## src/rtl/ecc_dec_pipe.sv

```systemverilog
// ecc_dec_pipe -- two-stage pipelined extended-Hamming (SECDED) decoder.
//
// Stage 1 registers the received codeword together with its Hamming syndrome
// and overall parity. Stage 2 classifies the error, corrects a single-bit
// error when possible, extracts the information bits and registers the result.
// Both stages use a valid/ready handshake so that one codeword per cycle can
// be sustained, and stalls never drop or duplicate a result.
//
// Parameters:
//   K       information bits (n = m + K, m = smallest with 2^m >= m+K+1)
//   P0_LSB  1: extended parity p0 at codeword bit 0, positions 1..n at bits 1..n
//           0: p0 at codeword bit n, positions 1..n at bits 0..n-1
//
// Ports:
//   clk_i, rst_ni           clock (rising edge), asynchronous active-low reset
//   s_valid_i/s_ready_o     codeword handshake, s_cw_i [n:0] codeword
//   m_valid_o/m_ready_i     result handshake
//   m_d_o [K-1:0]           decoded (corrected when possible) data
//   m_sb_err_o/m_db_err_o   single-bit corrected / double-bit uncorrectable
//   m_syndrome_o [m-1:0]    Hamming syndrome of the result
//   clr_cnt_i               synchronous clear of counters (and error log)
//   sb_cnt_o/db_cnt_o       saturating 16-bit error counters
//
// Optional feature, macro ECC_DEC_ERR_LOG_EN:
//   log_valid_o, log_syndrome_o [m-1:0] capture the syndrome of the first
//   double-bit error delivered at the output; held until clr_cnt_i.

module ecc_dec_pipe #(
  parameter int K      = 8,
  parameter int P0_LSB = 1,
  // m found by iterating m = clog2(K+1+m) from below; three steps converge
  localparam int M0 = $clog2(K + 1),
  localparam int M1 = $clog2(K + 1 + M0),
  localparam int M  = $clog2(K + 1 + M1),
  localparam int N  = M + K
) (
  input  logic         clk_i,
  input  logic         rst_ni,
  input  logic         s_valid_i,
  output logic         s_ready_o,
  input  logic [N:0]   s_cw_i,
  output logic         m_valid_o,
  input  logic         m_ready_i,
  output logic [K-1:0] m_d_o,
  output logic         m_sb_err_o,
  output logic         m_db_err_o,
  output logic [M-1:0] m_syndrome_o,
  input  logic         clr_cnt_i,
  output logic [15:0]  sb_cnt_o,
  output logic [15:0]  db_cnt_o
`ifdef ECC_DEC_ERR_LOG_EN
  ,
  output logic         log_valid_o,
  output logic [M-1:0] log_syndrome_o
`endif
);

  // Position of data bit idx: the idx-th non-power-of-2 position (1-based).
  function automatic int data_pos(input int idx);
    int cnt;
    int pos;
    cnt = -1;
    pos = 0;
    for (int j = 1; j <= N; j++) begin
      if ((j & (j - 1)) != 0) begin
        cnt++;
        if (cnt == idx && pos == 0) pos = j;
      end
    end
    return pos;
  endfunction

  // ---------------------------------------------------------------------------
  // Stage 1: position vector, syndrome and overall parity
  // ---------------------------------------------------------------------------
  logic [N:1]   pos_vec;
  logic [M-1:0] syn_next;
  logic         par_next;

  for (genvar gi = 1; gi <= N; gi++) begin : g_pos
    assign pos_vec[gi] = s_cw_i[(P0_LSB != 0) ? gi : gi - 1];
  end

  for (genvar gi = 0; gi < M; gi++) begin : g_syn
    logic [N:1] mask;
    for (genvar gj = 1; gj <= N; gj++) begin : g_mask
      assign mask[gj] = (((gj >> gi) & 1) != 0);
    end
    assign syn_next[gi] = ^(pos_vec & mask);
  end

  // p0 is included here, so this is the parity of the whole n+1 bit word
  assign par_next = ^s_cw_i;

  logic         v1_reg;
  logic [N:1]   cw1_reg;
  logic [M-1:0] syn1_reg;
  logic         par1_reg;

  logic         v2_reg;
  logic         adv1;
  logic         adv2;

  // Stage 2 can load when empty or when its result leaves this cycle;
  // stage 1 can load when empty or when it moves into stage 2.
  assign adv2      = !v2_reg || m_ready_i;
  assign adv1      = !v1_reg || adv2;
  assign s_ready_o = adv1;

  always_ff @(posedge clk_i or negedge rst_ni) begin
    if (!rst_ni) begin
      v1_reg   <= 1'b0;
      cw1_reg  <= '0;
      syn1_reg <= '0;
      par1_reg <= 1'b0;
    end else if (adv1) begin
      v1_reg <= s_valid_i;
      if (s_valid_i) begin
        cw1_reg  <= pos_vec;
        syn1_reg <= syn_next;
        par1_reg <= par_next;
      end
    end
  end

  // ---------------------------------------------------------------------------
  // Stage 2: classify, correct, extract
  // ---------------------------------------------------------------------------
  logic         sb_next;
  logic         db_next;
  logic         do_flip;
  logic [N:1]   fixed_vec;
  logic [K-1:0] d_next;

  always_comb begin
    sb_next = 1'b0;
    db_next = 1'b0;
    do_flip = 1'b0;
    if (par1_reg) begin
      if (syn1_reg == '0) begin
        // only p0 is wrong; data is already good
        sb_next = 1'b1;
      end else if (int'(syn1_reg) <= N) begin
        sb_next = 1'b1;
        do_flip = 1'b1;
      end else begin
        // odd parity but syndrome points outside the word: at least 3 errors
        db_next = 1'b1;
      end
    end else if (syn1_reg != '0) begin
      db_next = 1'b1;
    end
  end

  for (genvar gi = 1; gi <= N; gi++) begin : g_fix
    assign fixed_vec[gi] = cw1_reg[gi] ^ (do_flip && (syn1_reg == M'(gi)));
  end

  for (genvar gi = 0; gi < K; gi++) begin : g_dat
    localparam int DP = data_pos(gi);
    assign d_next[gi] = fixed_vec[DP];
  end

  logic [K-1:0] d2_reg;
  logic         sb2_reg;
  logic         db2_reg;
  logic [M-1:0] syn2_reg;

  always_ff @(posedge clk_i or negedge rst_ni) begin
    if (!rst_ni) begin
      v2_reg   <= 1'b0;
      d2_reg   <= '0;
      sb2_reg  <= 1'b0;
      db2_reg  <= 1'b0;
      syn2_reg <= '0;
    end else if (adv2) begin
      v2_reg <= v1_reg;
      if (v1_reg) begin
        d2_reg   <= d_next;
        sb2_reg  <= sb_next;
        db2_reg  <= db_next;
        syn2_reg <= syn1_reg;
      end
    end
  end

  assign m_valid_o    = v2_reg;
  assign m_d_o        = d2_reg;
  assign m_sb_err_o   = sb2_reg;
  assign m_db_err_o   = db2_reg;
  assign m_syndrome_o = syn2_reg;

  // ---------------------------------------------------------------------------
  // Error counters: count on output handshake, saturate, clear has priority
  // ---------------------------------------------------------------------------
  logic        out_hs;
  logic [15:0] sb_cnt_reg;
  logic [15:0] db_cnt_reg;

  assign out_hs = v2_reg && m_ready_i;

  always_ff @(posedge clk_i or negedge rst_ni) begin
    if (!rst_ni) begin
      sb_cnt_reg <= '0;
      db_cnt_reg <= '0;
    end else if (clr_cnt_i) begin
      sb_cnt_reg <= '0;
      db_cnt_reg <= '0;
    end else if (out_hs) begin
      if (sb2_reg && sb_cnt_reg != 16'hFFFF) sb_cnt_reg <= sb_cnt_reg + 16'd1;
      if (db2_reg && db_cnt_reg != 16'hFFFF) db_cnt_reg <= db_cnt_reg + 16'd1;
    end
  end

  assign sb_cnt_o = sb_cnt_reg;
  assign db_cnt_o = db_cnt_reg;

`ifdef ECC_DEC_ERR_LOG_EN
  logic         log_valid_reg;
  logic [M-1:0] log_syn_reg;

  always_ff @(posedge clk_i or negedge rst_ni) begin
    if (!rst_ni) begin
      log_valid_reg <= 1'b0;
      log_syn_reg   <= '0;
    end else if (clr_cnt_i) begin
      log_valid_reg <= 1'b0;
      log_syn_reg   <= '0;
    end else if (out_hs && db2_reg && !log_valid_reg) begin
      log_valid_reg <= 1'b1;
      log_syn_reg   <= syn2_reg;
    end
  end

  assign log_valid_o    = log_valid_reg;
  assign log_syndrome_o = log_syn_reg;
`endif

endmodule
```

## config.mk

```make
export PLATFORM = sky130hd
export DESIGN_NAME = ecc_dec_pipe
export DESIGN_NICKNAME = d
export VERILOG_FILES = /design/src/rtl/ecc_dec_pipe.sv
export SDC_FILE = /design/constraint.sdc
export NUM_CORES = 1
export LEC_CHECK = 0
export BUFFER_PORTS_ARGS = -buffer_cell sky130_fd_sc_hd__buf_2
export CAP_MARGIN = 20
export CORE_AREA = 2 2 96 121
export DETAILED_ROUTE_END_ITERATION = 7
export DIE_AREA = 0 0 98 123
export PLACE_DENSITY = 0.55
export SYNTH_ARGS = -nofsm -noshare
export SYNTH_HDL_FRONTEND = slang
export SYNTH_SLANG_ARGS = --single-unit
```

## constraint.sdc

```tcl
create_clock -name clk_i -period 2.54 [get_ports clk_i]
set_input_delay 0.127 -clock clk_i [delete_from_list [all_inputs] [get_ports clk_i]]
set_output_delay 0.127 -clock clk_i [all_outputs]
set_load 0.01 [all_outputs]
```

Yosys cells after proc, flatten, opt, wreduce, memory -nomap -nowiden
Index checks and enable logic that the tools add are counted.
{"block": "totals", "regBits": 65, "word_cells": 76, "in_bits": 18, "out_inout_bits": 48}
{"block": "op_classes", "n_bitwise": 8, "addsub": 2, "n_lt_le_gt_ge": 1, "reduce_logical": 29, "n_eq_ne": 10, "n_mux": 15}
{"cell": "16-bit 2-to-1 mux", "n": 6}
{"cell": "12-bit parity", "n": 4}
{"cell": "16-bit by 1-bit adder with 16-bit output (second input constant)", "n": 2}
{"cell": "16-bit inequality test (second input constant)", "n": 2}
{"cell": "4-bit equality test (second input constant)", "n": 4}
{"cell": "13-bit parity", "n": 1}
{"cell": "4-bit by 3-bit equality test with 1-bit output (second input constant)", "n": 3}
{"cell": "1-bit logical AND", "n": 11}
{"cell": "1-bit 2-to-1 mux", "n": 9}
{"cell": "2-bit AND reduction", "n": 4}
{"cell": "1-bit XOR", "n": 8}
{"cell": "2-bit nonzero test", "n": 3}
{"cell": "4-bit by 2-bit equality test with 1-bit output (second input constant)", "n": 1}
{"cell": "4-bit less-or-equal comparator (second input constant)", "n": 1}
{"cell": "4-bit zero test", "n": 1}
{"cell": "4-bit nonzero test", "n": 1}
{"cell": "1-bit zero test", "n": 2}
{"cell": "1-bit logical OR", "n": 2}

Logic depth before layout (Yosys ltp)
Gate-level depths: netlist of run 1.
{"block": "logic_depth", "word_depth": 6, "mapped_depth": 5, "mapped_depth_nobuf": 5}

Worst setup path after synthesis of run 1
Ideal clock, no wire load.
{"block": "synth_timing", "path_kind": "flip-flop to flip-flop", "start": "register db_cnt_reg[3], in the netlist db_cnt_o[3]", "end": "register db_cnt_reg[11], in the netlist db_cnt_o[11]", "stages_incl_launch_ff": 6, "slack_ns": 0.567, "arrival_ns": 1.895, "path_buffers": 1, "period_less_slack_ns": 1.973, "setup_time_ns": 0.078, "required_ns": 2.462, "cell_sequence": "dfrtp_1 > nand4_4 > or4_1 > buf_2 > or4_1 > a21oi_1"}
{"block": "synth_between", "elab_chain_len": 4, "elab_cells_between_ends": 8, "cone_classes": "add/sub: 1; eq/ne: 1; mux: 3; reduce/logical: 3"}
{"element": "start: declaration", "line_no": "198", "source": "logic [15:0] db_cnt_reg;"}
{"element": "start signal: assignment", "line_no": "211", "source": "if (db2_reg && db_cnt_reg != 16'hFFFF) db_cnt_reg <= db_cnt_reg + 16'd1;"}
{"element": "16-bit by 1-bit adder with 16-bit output / 16-bit inequality test (equally long branches)", "line_no": "211"}
{"element": "16-bit 2-to-1 mux / 1-bit logical AND (equally long branches)", "line_no": "211"}
{"element": "16-bit 2-to-1 mux / 2-bit nonzero test (equally long branches)"}
{"element": "16-bit 2-to-1 mux / 2-bit AND reduction (equally long branches)"}
Several ways; a longest one is shown, not always the timed one. The select of a mux whose other input is x is not followed.
A chain may end at the register's enable or synchronous reset.

Final worst setup path of run 1
{"block": "layout_timing", "start": "register db_cnt_reg[3], in the netlist db_cnt_o[3]", "end": "register db_cnt_reg[13], in the netlist db_cnt_o[13]"}
The elaborated chain is that of the path after synthesis.

==> results of run 1 <==
-- cell families (layout without fill, tap and decap cells) --
logic type               after synthesis  after routing  synth area share
AND/OR/NAND/NOR                      140            140            0.2295
adder cells (fa/ha/maj)                2              2          0.007778
multiplexers                          17             17           0.05873
XOR/XNOR                              27             27           0.08207
AO/OA/AOI/OAI                         68             68            0.1260
buffers and inverters                 18             92           0.02139
flip-flops                            61             61            0.4745
-- report_power, final --
group          switching [uW]  internal, uW  total [uW]
clock network             415           768        1180
logic                     267           237         505
registers                 119          1100        1220
-- final cells by class --
class / count / area (sq um)
well taps: 135 / 168.9
fillers: 1117 / 6933
multi-input cells: 254 / 1622
inverters: 8 / 30.03
clock buffers: 16 / 291.5
repair buffers: 68 / 350.3
flip-flops and latches: 61 / 1526
-- worst max-delay path, cell delays in order (launching register included) --
cell and delay (ns):
dfrtp_1 0.47, nand4_4 0.17, or4_1 0.68, or4_1 0.51, a21oi_1 0.15
-- routing by layer --
metal,track usage,share of wire,up-vias
met4,0.05642,0.014,0
met1,0.1614,0.44,1300
met5,0,0,-
met3,0.03844,0.058,10
met2,0.2290,0.49,66
li1,-,-,1345
-- per-stage QoR --
stage / hold slack, ns / std cells / setup WS [ns]
detailed placement: 0.3384 / 525 / 0.5025
global route: 0.06930 / 542 / 0.3112
CTS: 0.01815 / 542 / 0.4788
finish: -0.01891 / 542 / 0.4866
floorplan: -0.1686 / 333 / 0.5666
global placement: 0.3432 / 525 / 0.5338
-- placed cells by master (no fill, tap or decap), types with 2 or more instances in the layout --
cell and n:
nand4_1 7, mux2_2 15, nand2_1 47, nor2_1 19, nand3_1 10, or3_1 4
nand2b_1 5, xor2_1 5, o41ai_1 5, buf_4 2, or2_2 4, and3_1 5
mux2i_1 2, nor4_1 2, clkbuf_1 3, xnor2_1 20, nand3b_1 3, a21oi_1 25
clkbuf_16 9, o31ai_1 14, nor3_1 7, ha_1 2, xnor3_1 2, o21ai_0 20
and2_1 2, clkbuf_8 4, or4_1 17, dfrtp_1 61, o311ai_0 2, buf_2 65
nor2b_1 5, inv_1 8
-- worst paths after layout --
kind	start	to	slack (ns)
setup / recovery	db_cnt_o[3]$_DFFE_PN0P_	db_cnt_o[13]$_DFFE_PN0P_	0.49
hold / removal	rst_ni	m_d_o[7]$_DFFE_PN0P_	-0.02
setup reg to reg	db_cnt_o[3]$_DFFE_PN0P_	db_cnt_o[13]$_DFFE_PN0P_	0.49
hold reg to reg	m_syndrome_o[1]$_DFFE_PN0P_	m_syndrome_o[1]$_DFFE_PN0P_	0.47
max in group asynchronous	rst_ni	sb_cnt_o[7]$_DFFE_PN0P_	2.04
min in group clk_i	s_cw_i[11]	cw1_reg[11]$_DFFE_PN0P_	0.08
==> results by group, run 1 <==
CTS
  – CTS tree: yes
  – Clock Path Buffers: 2
  – Post-CTS Resized: 0
  – Clock sink count: 61
  – Hold buffer count at CTS: 1
  – Root buf cell: clkbuf_16
  – Setup bufs post-CTS: 0
  – CTS buffer count: 9
  – H-tree level count: 3
  – Clk slew on worst S/H paths: ~0.050 ns
  – Worst-Skew Late Latency: between 0.3 and 0.4 ns

Drt
  – Remaining antenna violation count: 0
  – Drt wl/cell: 13.99 um
  – Via count: about 2700
  – Remaining routing DRC violations: 0
  – 1st-pass router iterations: 4
  – Post-Route WL: about 7600 um
  – Vias per cell: around 5.0
  – Iteration-0 DRC count of the detailed router: ~100

Global route
  – Largest net degree at the start of global routing: 62
  – Remaining global-route overflow: 0
  – Initial antenna violation count: 0
  – Number of global-route vias before repair: between 2000 and 3000
  – Total GRT Usage: 0.1350
  – First-pass GRT wire length: between 10000 and 15000 um

Worst setup path
  – CP Capture Type: flop
  – Worst EP required: between 2 and 3 ns
  – Startpoint types: flop
  – WP data arrival: between 2 and 2.5 ns
  – Critical path peak fanout: 8
  – R2r worst-path depth: 4
  – CP Class: reg -> reg

Yosys
  – Post-synth EDFFs: 0
  – Yosys warns: 0
  – Net count after synthesis: 353
  – Synth area leaders: dfrtp_1 47%, nand2_1 5.5%, xnor2_1 5.4%
  – Netlist Area Pre-Place: 3217 sq um
  – Register area share after synthesis: 0.4745
  – Synthesized area per cell: 9.660 sq um
  – Leading cell type by number of instances after synthesis: dfrtp_1
  – Post-synth ARST share: 1.000
  – Ys flop type: dfrtp_1
  – Distinct cells, synth: 34
  – Seq cells post-synth: a little over 60
  – Post-synth top area cell: dfrtp_1
  – Yosys top cell area share: 0.4745
  – Synth Instances: 333
  – Top cells by count, synth: 61 x dfrtp_1, 47 x nand2_1, 25 x a21oi_1

Power
  – Overall power: between 2000 and 3000 uW
  – Peak VDD IR: 0.2973 mV
  – Leakage Power: between 0.0015 and 0.002 uW
  – Pwr dens: a little over 700 nW/um^2

Job
  – # Max-Cap Violations: 0

STA
  – Max transition margin: 0.4625
  – Final period utilization: 0.8084
  – Worst-Margin Slew: 0.8063 ns
  – Hold slack: -0.01891 ns
  – Setup TNS: 0 ns
  – Hold Vio Cnt, Final: 47
  – Minimum clock period: 2.053 ns
  – Final setup fails: 0
  – RSZ-0062 raised after global routing: no
  – Max frequency: just under 500 MHz
  – Max Slew Vio Count: 0
  – Skew final: 0.005663 ns

Place
  – GPL Wtd Cong: 0.7566
  – PortBufs: 65
  – Placed cell areas: ~3700 sq um
  – Final HPWL DP: 5349 um

Die
  – Die X: about 98 um
  – Initial Util: 0.2945
  – FP Rows: 43
  – Core area: around 11000 sq um
  – Die ar.: ~12000 sq um
  – Num ports: 66
  – Die Y: 123 um

Run status
  – Violated checks: hold timing
  – Outcome: finished with violations

Final layout
  – Finished Cell Area: roughly 4000 sq um
  – Nets: 422
  – Layout cells sized above 1: 0.2482
  – Layout area overhead: 24.00%
  – Core Util, Final: 0.3652
  – Antenna diode count: 0

Worst hold path
  – Worst Hold Class: in -> async
Power figures use the tool's default switching activity.
==> inputs of run 2 (changes only) <==
--- a/config.mk
+++ b/config.mk
@@ -5,11 +5,12 @@
 export SDC_FILE = /design/constraint.sdc
 export NUM_CORES = 1
 export LEC_CHECK = 0
+export ABC_AREA = 1
 export BUFFER_PORTS_ARGS = -buffer_cell sky130_fd_sc_hd__buf_2
 export CAP_MARGIN = 20
-export CORE_AREA = 2 2 96 121
+export CORE_AREA = 2 2 101 128
 export DETAILED_ROUTE_END_ITERATION = 7
-export DIE_AREA = 0 0 98 123
+export DIE_AREA = 0 0 103 130
 export PLACE_DENSITY = 0.55
 export SYNTH_ARGS = -nofsm -noshare
 export SYNTH_HDL_FRONTEND = slang
==> constraint.sdc (replaced) <==
create_clock -name clk_i -period 2.2 [get_ports clk_i]
set_input_delay 0.11 -clock clk_i [delete_from_list [all_inputs] [get_ports clk_i]]
set_output_delay 0.11 -clock clk_i [all_outputs]
set_load 0.01 [all_outputs]
==> run 2 against run 1 <==
  * Register-to-register slack got worse by 0.19 ns
  * Clock power rose by 47%
  * Worst hold slack improved by 0.044 ns
  * Synthesized cell count rose by 51%
  * Via count rose by 24%
  * Global-route usage rose by 1.1 points
  * Die area rose by 11%
  * Clock skew fell by 0.0028 ns
  * Highest routed layer unchanged
  * The run now ends clean
  * Critical endpoint unchanged
==> results by group, run 2 <==
CTS
  – Root buf cell: clkbuf_16
  – Clock Path Buffers: 2 (unchanged)
  – Post-CTS Resized: 0 (unchanged)
  – H-tree level count: 3 (unchanged)
  – Worst-Skew Late Latency: 0.33 ns (about the same)
  – CTS tree: yes
  – CTS buffer count: 9 (unchanged)
  – Clock sink count: 61 (unchanged)
  – Clk slew on worst S/H paths: 0.05 ns (about the same)

Final layout
  – # fillers: 1359 (+22%)
  – Area occupied by multi-input gates: 1809 sq um (+12%)
  – Nets: 592 (+40%)
  – Sequential Area: 1526 sq um (unchanged)
  – Fin cells: 745 (+37%)
  – Layout cells sized above 1: 0.1802 (-0.06791)
  – Leading cell types in the layout, fill and taps excluded: 182 x nand2_1, 65 x buf_2, 61 x dfrtp_1
  – Commonest non-fill, non-tap cell in the layout: nand2_1
  – Layout area overhead: 24.82%
  – Antenna diode count: 0 (unchanged)

Yosys
  – Post-synth EDFFs: 0 (unchanged)
  – Netlist Area Pre-Place: 3595 sq um (+12%)
  – Distinct cells, synth: 30 (-12%)
  – Synth area leaders: dfrtp_1 42%, nand2_1 19%, nand3_1 6.1%
  – Yosys warns: 0 (unchanged)
  – Seq cells post-synth: 61 (unchanged)
  – Register area share after synthesis: 0.4246 (-0.04988)
  – Synthesized area per cell: 7.161 sq um (-26%)
  – Leading cell type by number of instances after synthesis: nand2_1
  – Yosys top cell area share: 0.4246 (-0.04988)
  – Ys flop type: dfrtp_1
  – Net count after synthesis: 522 (+48%)
  – Top cells by count, synth: 182 x nand2_1, 61 x dfrtp_1, 51 x nor2_1
  – Post-synth top area cell: dfrtp_1
  – Synth Instances: 502 (+51%)
  – Post-synth ARST share: 1.000 (unchanged)

Global route
  – Initial antenna violation count: 0 (unchanged)
  – Largest net degree at the start of global routing: 36 (-42%)
  – First-pass GRT wire length: 15330 um (+17%)
  – Remaining global-route overflow: 0 (unchanged)
  – Total GRT Usage: 0.1460 (+0.01099)
  – Number of global-route vias before repair: 3344 (+25%)

STA
  – Max Slew Vio Count: 0 (unchanged)
  – Final period utilization: 0.8639 (+0.05552)
  – Max transition margin: 0.5741 (+0.1116)
  – Worst-Margin Slew: 0.6389 ns (-0.1675 ns)
  – RSZ-0062 raised after global routing: no
  – Final setup fails: 0 (unchanged)
  – Hold Vio Cnt, Final: 0 (-100%)
  – Setup TNS: 0 ns (unchanged)
  – Minimum clock period: 1.901 ns (-0.1527 ns)
  – Max frequency: 526.1 MHz (+8.0%)
  – Skew final: 0.002869 ns (-0.002794 ns)

Power
  – Clock Power Share: 0.459 (+0.052)
  – Pint: 2721 uW (+29%)
  – Leakage Power: 0.002349 uW (+35%)
  – Reg power frac: 0.366 (-0.053)
  – Psw: 1040 uW (+30%)
  – Switching share of power: 0.2765 (+0.0006508)
  – Gate power share: 0.174 (about the same)
  – Peak VDD IR: 0.3134 mV (+5.4%)
  – Pwr dens: 838.2 nW/um^2 (+15%)

Worst hold path
  – Worst Hold Class: in -> reg
  – Hold Path Depth: 2

Die
  – Num ports: 66 (unchanged)
  – Die X: 103 um (+5.1%)
  – FP Rows: 46 (+7.0%)
  – Initial Util: 0.2919 (-0.002682)
  – Die ar.: 13390 sq um (+11%)
  – Core area: 12320 sq um (+13%)
  – Die Y: 130 um (+5.7%)

Worst setup path
  – WP data arrival: 2.10 ns (-0.20 ns)
  – CP Capture Type: flop
  – CP Class: reg -> reg
  – Worst EP required: 2.40 ns (-0.38 ns)
  – Critical path peak fanout: 11 (+3)
  – Startpoint types: flop
  – R2r worst-path depth: 10 (+6)

Run status
  – Outcome: finished clean

Drt
  – Via count: 3365 (+24%)
  – Post-Route WL: 9102 um (+20%)
  – Iteration-0 DRC count of the detailed router: 96 (-7.7%)
  – 1st-pass router iterations: 6 (+2)
  – Vias per cell: 4.517 (-10%)
  – Remaining routing DRC violations: 0 (unchanged)
  – Drt wl/cell: 12.22 um (-13%)
  – Remaining antenna violation count: 0 (unchanged)

Job
  – # Max-Cap Violations: 0 (unchanged)

Place
  – Inst Count DP: 728 (+39%)
  – GPL Wtd Cong: 0.8716 (+15%)
  – Final HPWL DP: 6901 um (+29%)
  – PortBufs: 65 (unchanged)
[run 2: changes by cell type after synthesis, sizes merged, moves of 8 or more]
cell,before,now
nand2,47,188
inv,8,48
nand3,10,45
o21ai,20,34
a21oi,25,1
mux2,15,0
buf,1,9
xor2,5,24
o31ai,14,0
xnor2,20,7
or4,17,0
nor2,19,54
[run 2: power by group through the flow]
stage / sequential [uW] / combinational [uW] / clock, uW
5_1_grt: 1400 / 757 / 1800
3_3_place_gp: 1400 / 662 / 0
2_1_floorplan: 1430 / 361 / 0
6_report: 1380 / 656 / 1730
4_1_cts: 1380 / 675 / 1750
3_5_place_dp: 1400 / 672 / 0
[run 2: final timing paths]
path	from	to	slack [ns]
max reg2reg	db_cnt_o[1]$_DFFE_PN0P_	db_cnt_o[13]$_DFFE_PN0P_	0.30
min	s_cw_i[12]	syn1_reg[2]$_DFFE_PN0P_	0.03
max	db_cnt_o[1]$_DFFE_PN0P_	db_cnt_o[13]$_DFFE_PN0P_	0.30
min reg2reg	m_d_o[2]$_DFFE_PN0P_	m_d_o[2]$_DFFE_PN0P_	0.48
max in group asynchronous	rst_ni	db_cnt_o[0]$_DFFE_PN0P_	1.24
min in group asynchronous	rst_ni	cw1_reg[5]$_DFFE_PN0P_	0.34
[run 2: cell families after synthesis]
family / share of synthesized area
adder cells (fa/ha/maj): 0.006960
buffers and inverters: 0.07205
XOR/XNOR: 0.07553
AO/OA/AOI/OAI: 0.06613
AND/OR/NAND/NOR: 0.3547
flip-flops: 0.4246
[run 2: critical path: stages (launching register included)]
cell and delay (ns):
dfrtp_1 0.41, ha_1 0.18, nand2_1 0.10, nor2_2 0.18, nand2_2 0.11, inv_2 0.07
nand3_2 0.06, nand2_2 0.14, nand2_1 0.29, nand2_1 0.18, o21ai_2 0.06
[run 2: repair_timing]
item | in CTS | in global routing
buffers inserted | 0 | 0
hold endpoints to repair | 26 | 0
hold buffers | 1 | 0
[run 2: layer usage]
| metal | global-route usage | part of all wire |
|---|---|---|
| met4 | 0.07895 | 0.028 |
| met3 | 0.02892 | 0.042 |
| met2 | 0.2597 | 0.51 |
| met5 | 0 | 0 |
| met1 | 0.1614 | 0.42 |
[run 2: per-stage QoR]
step	area (sq um)	utilization	power, uW	setup slack, ns	hold WS (ns)
floorplan	3595	-	1789	0.6268	-0.1856
global placement	4114	0.3340	2057	0.3822	0.1708
detailed placement	4114	0.3340	2068	0.3257	0.1716
CTS	4487	0.3643	3805	0.3084	0.02556
global route	4487	0.3643	3960	0.1324	0.04724
finish	4487	0.3643	3761	0.2993	0.02519
[run 2: cell type report]
cell class	count	area share
clock inverter	7	0.03067
multi-input combinational	379	0.4032
inverter	49	0.04127
timing repair buffer	72	0.08756
sequential	61	0.3402
tap	168	0.04685
clock buffer	9	0.05020
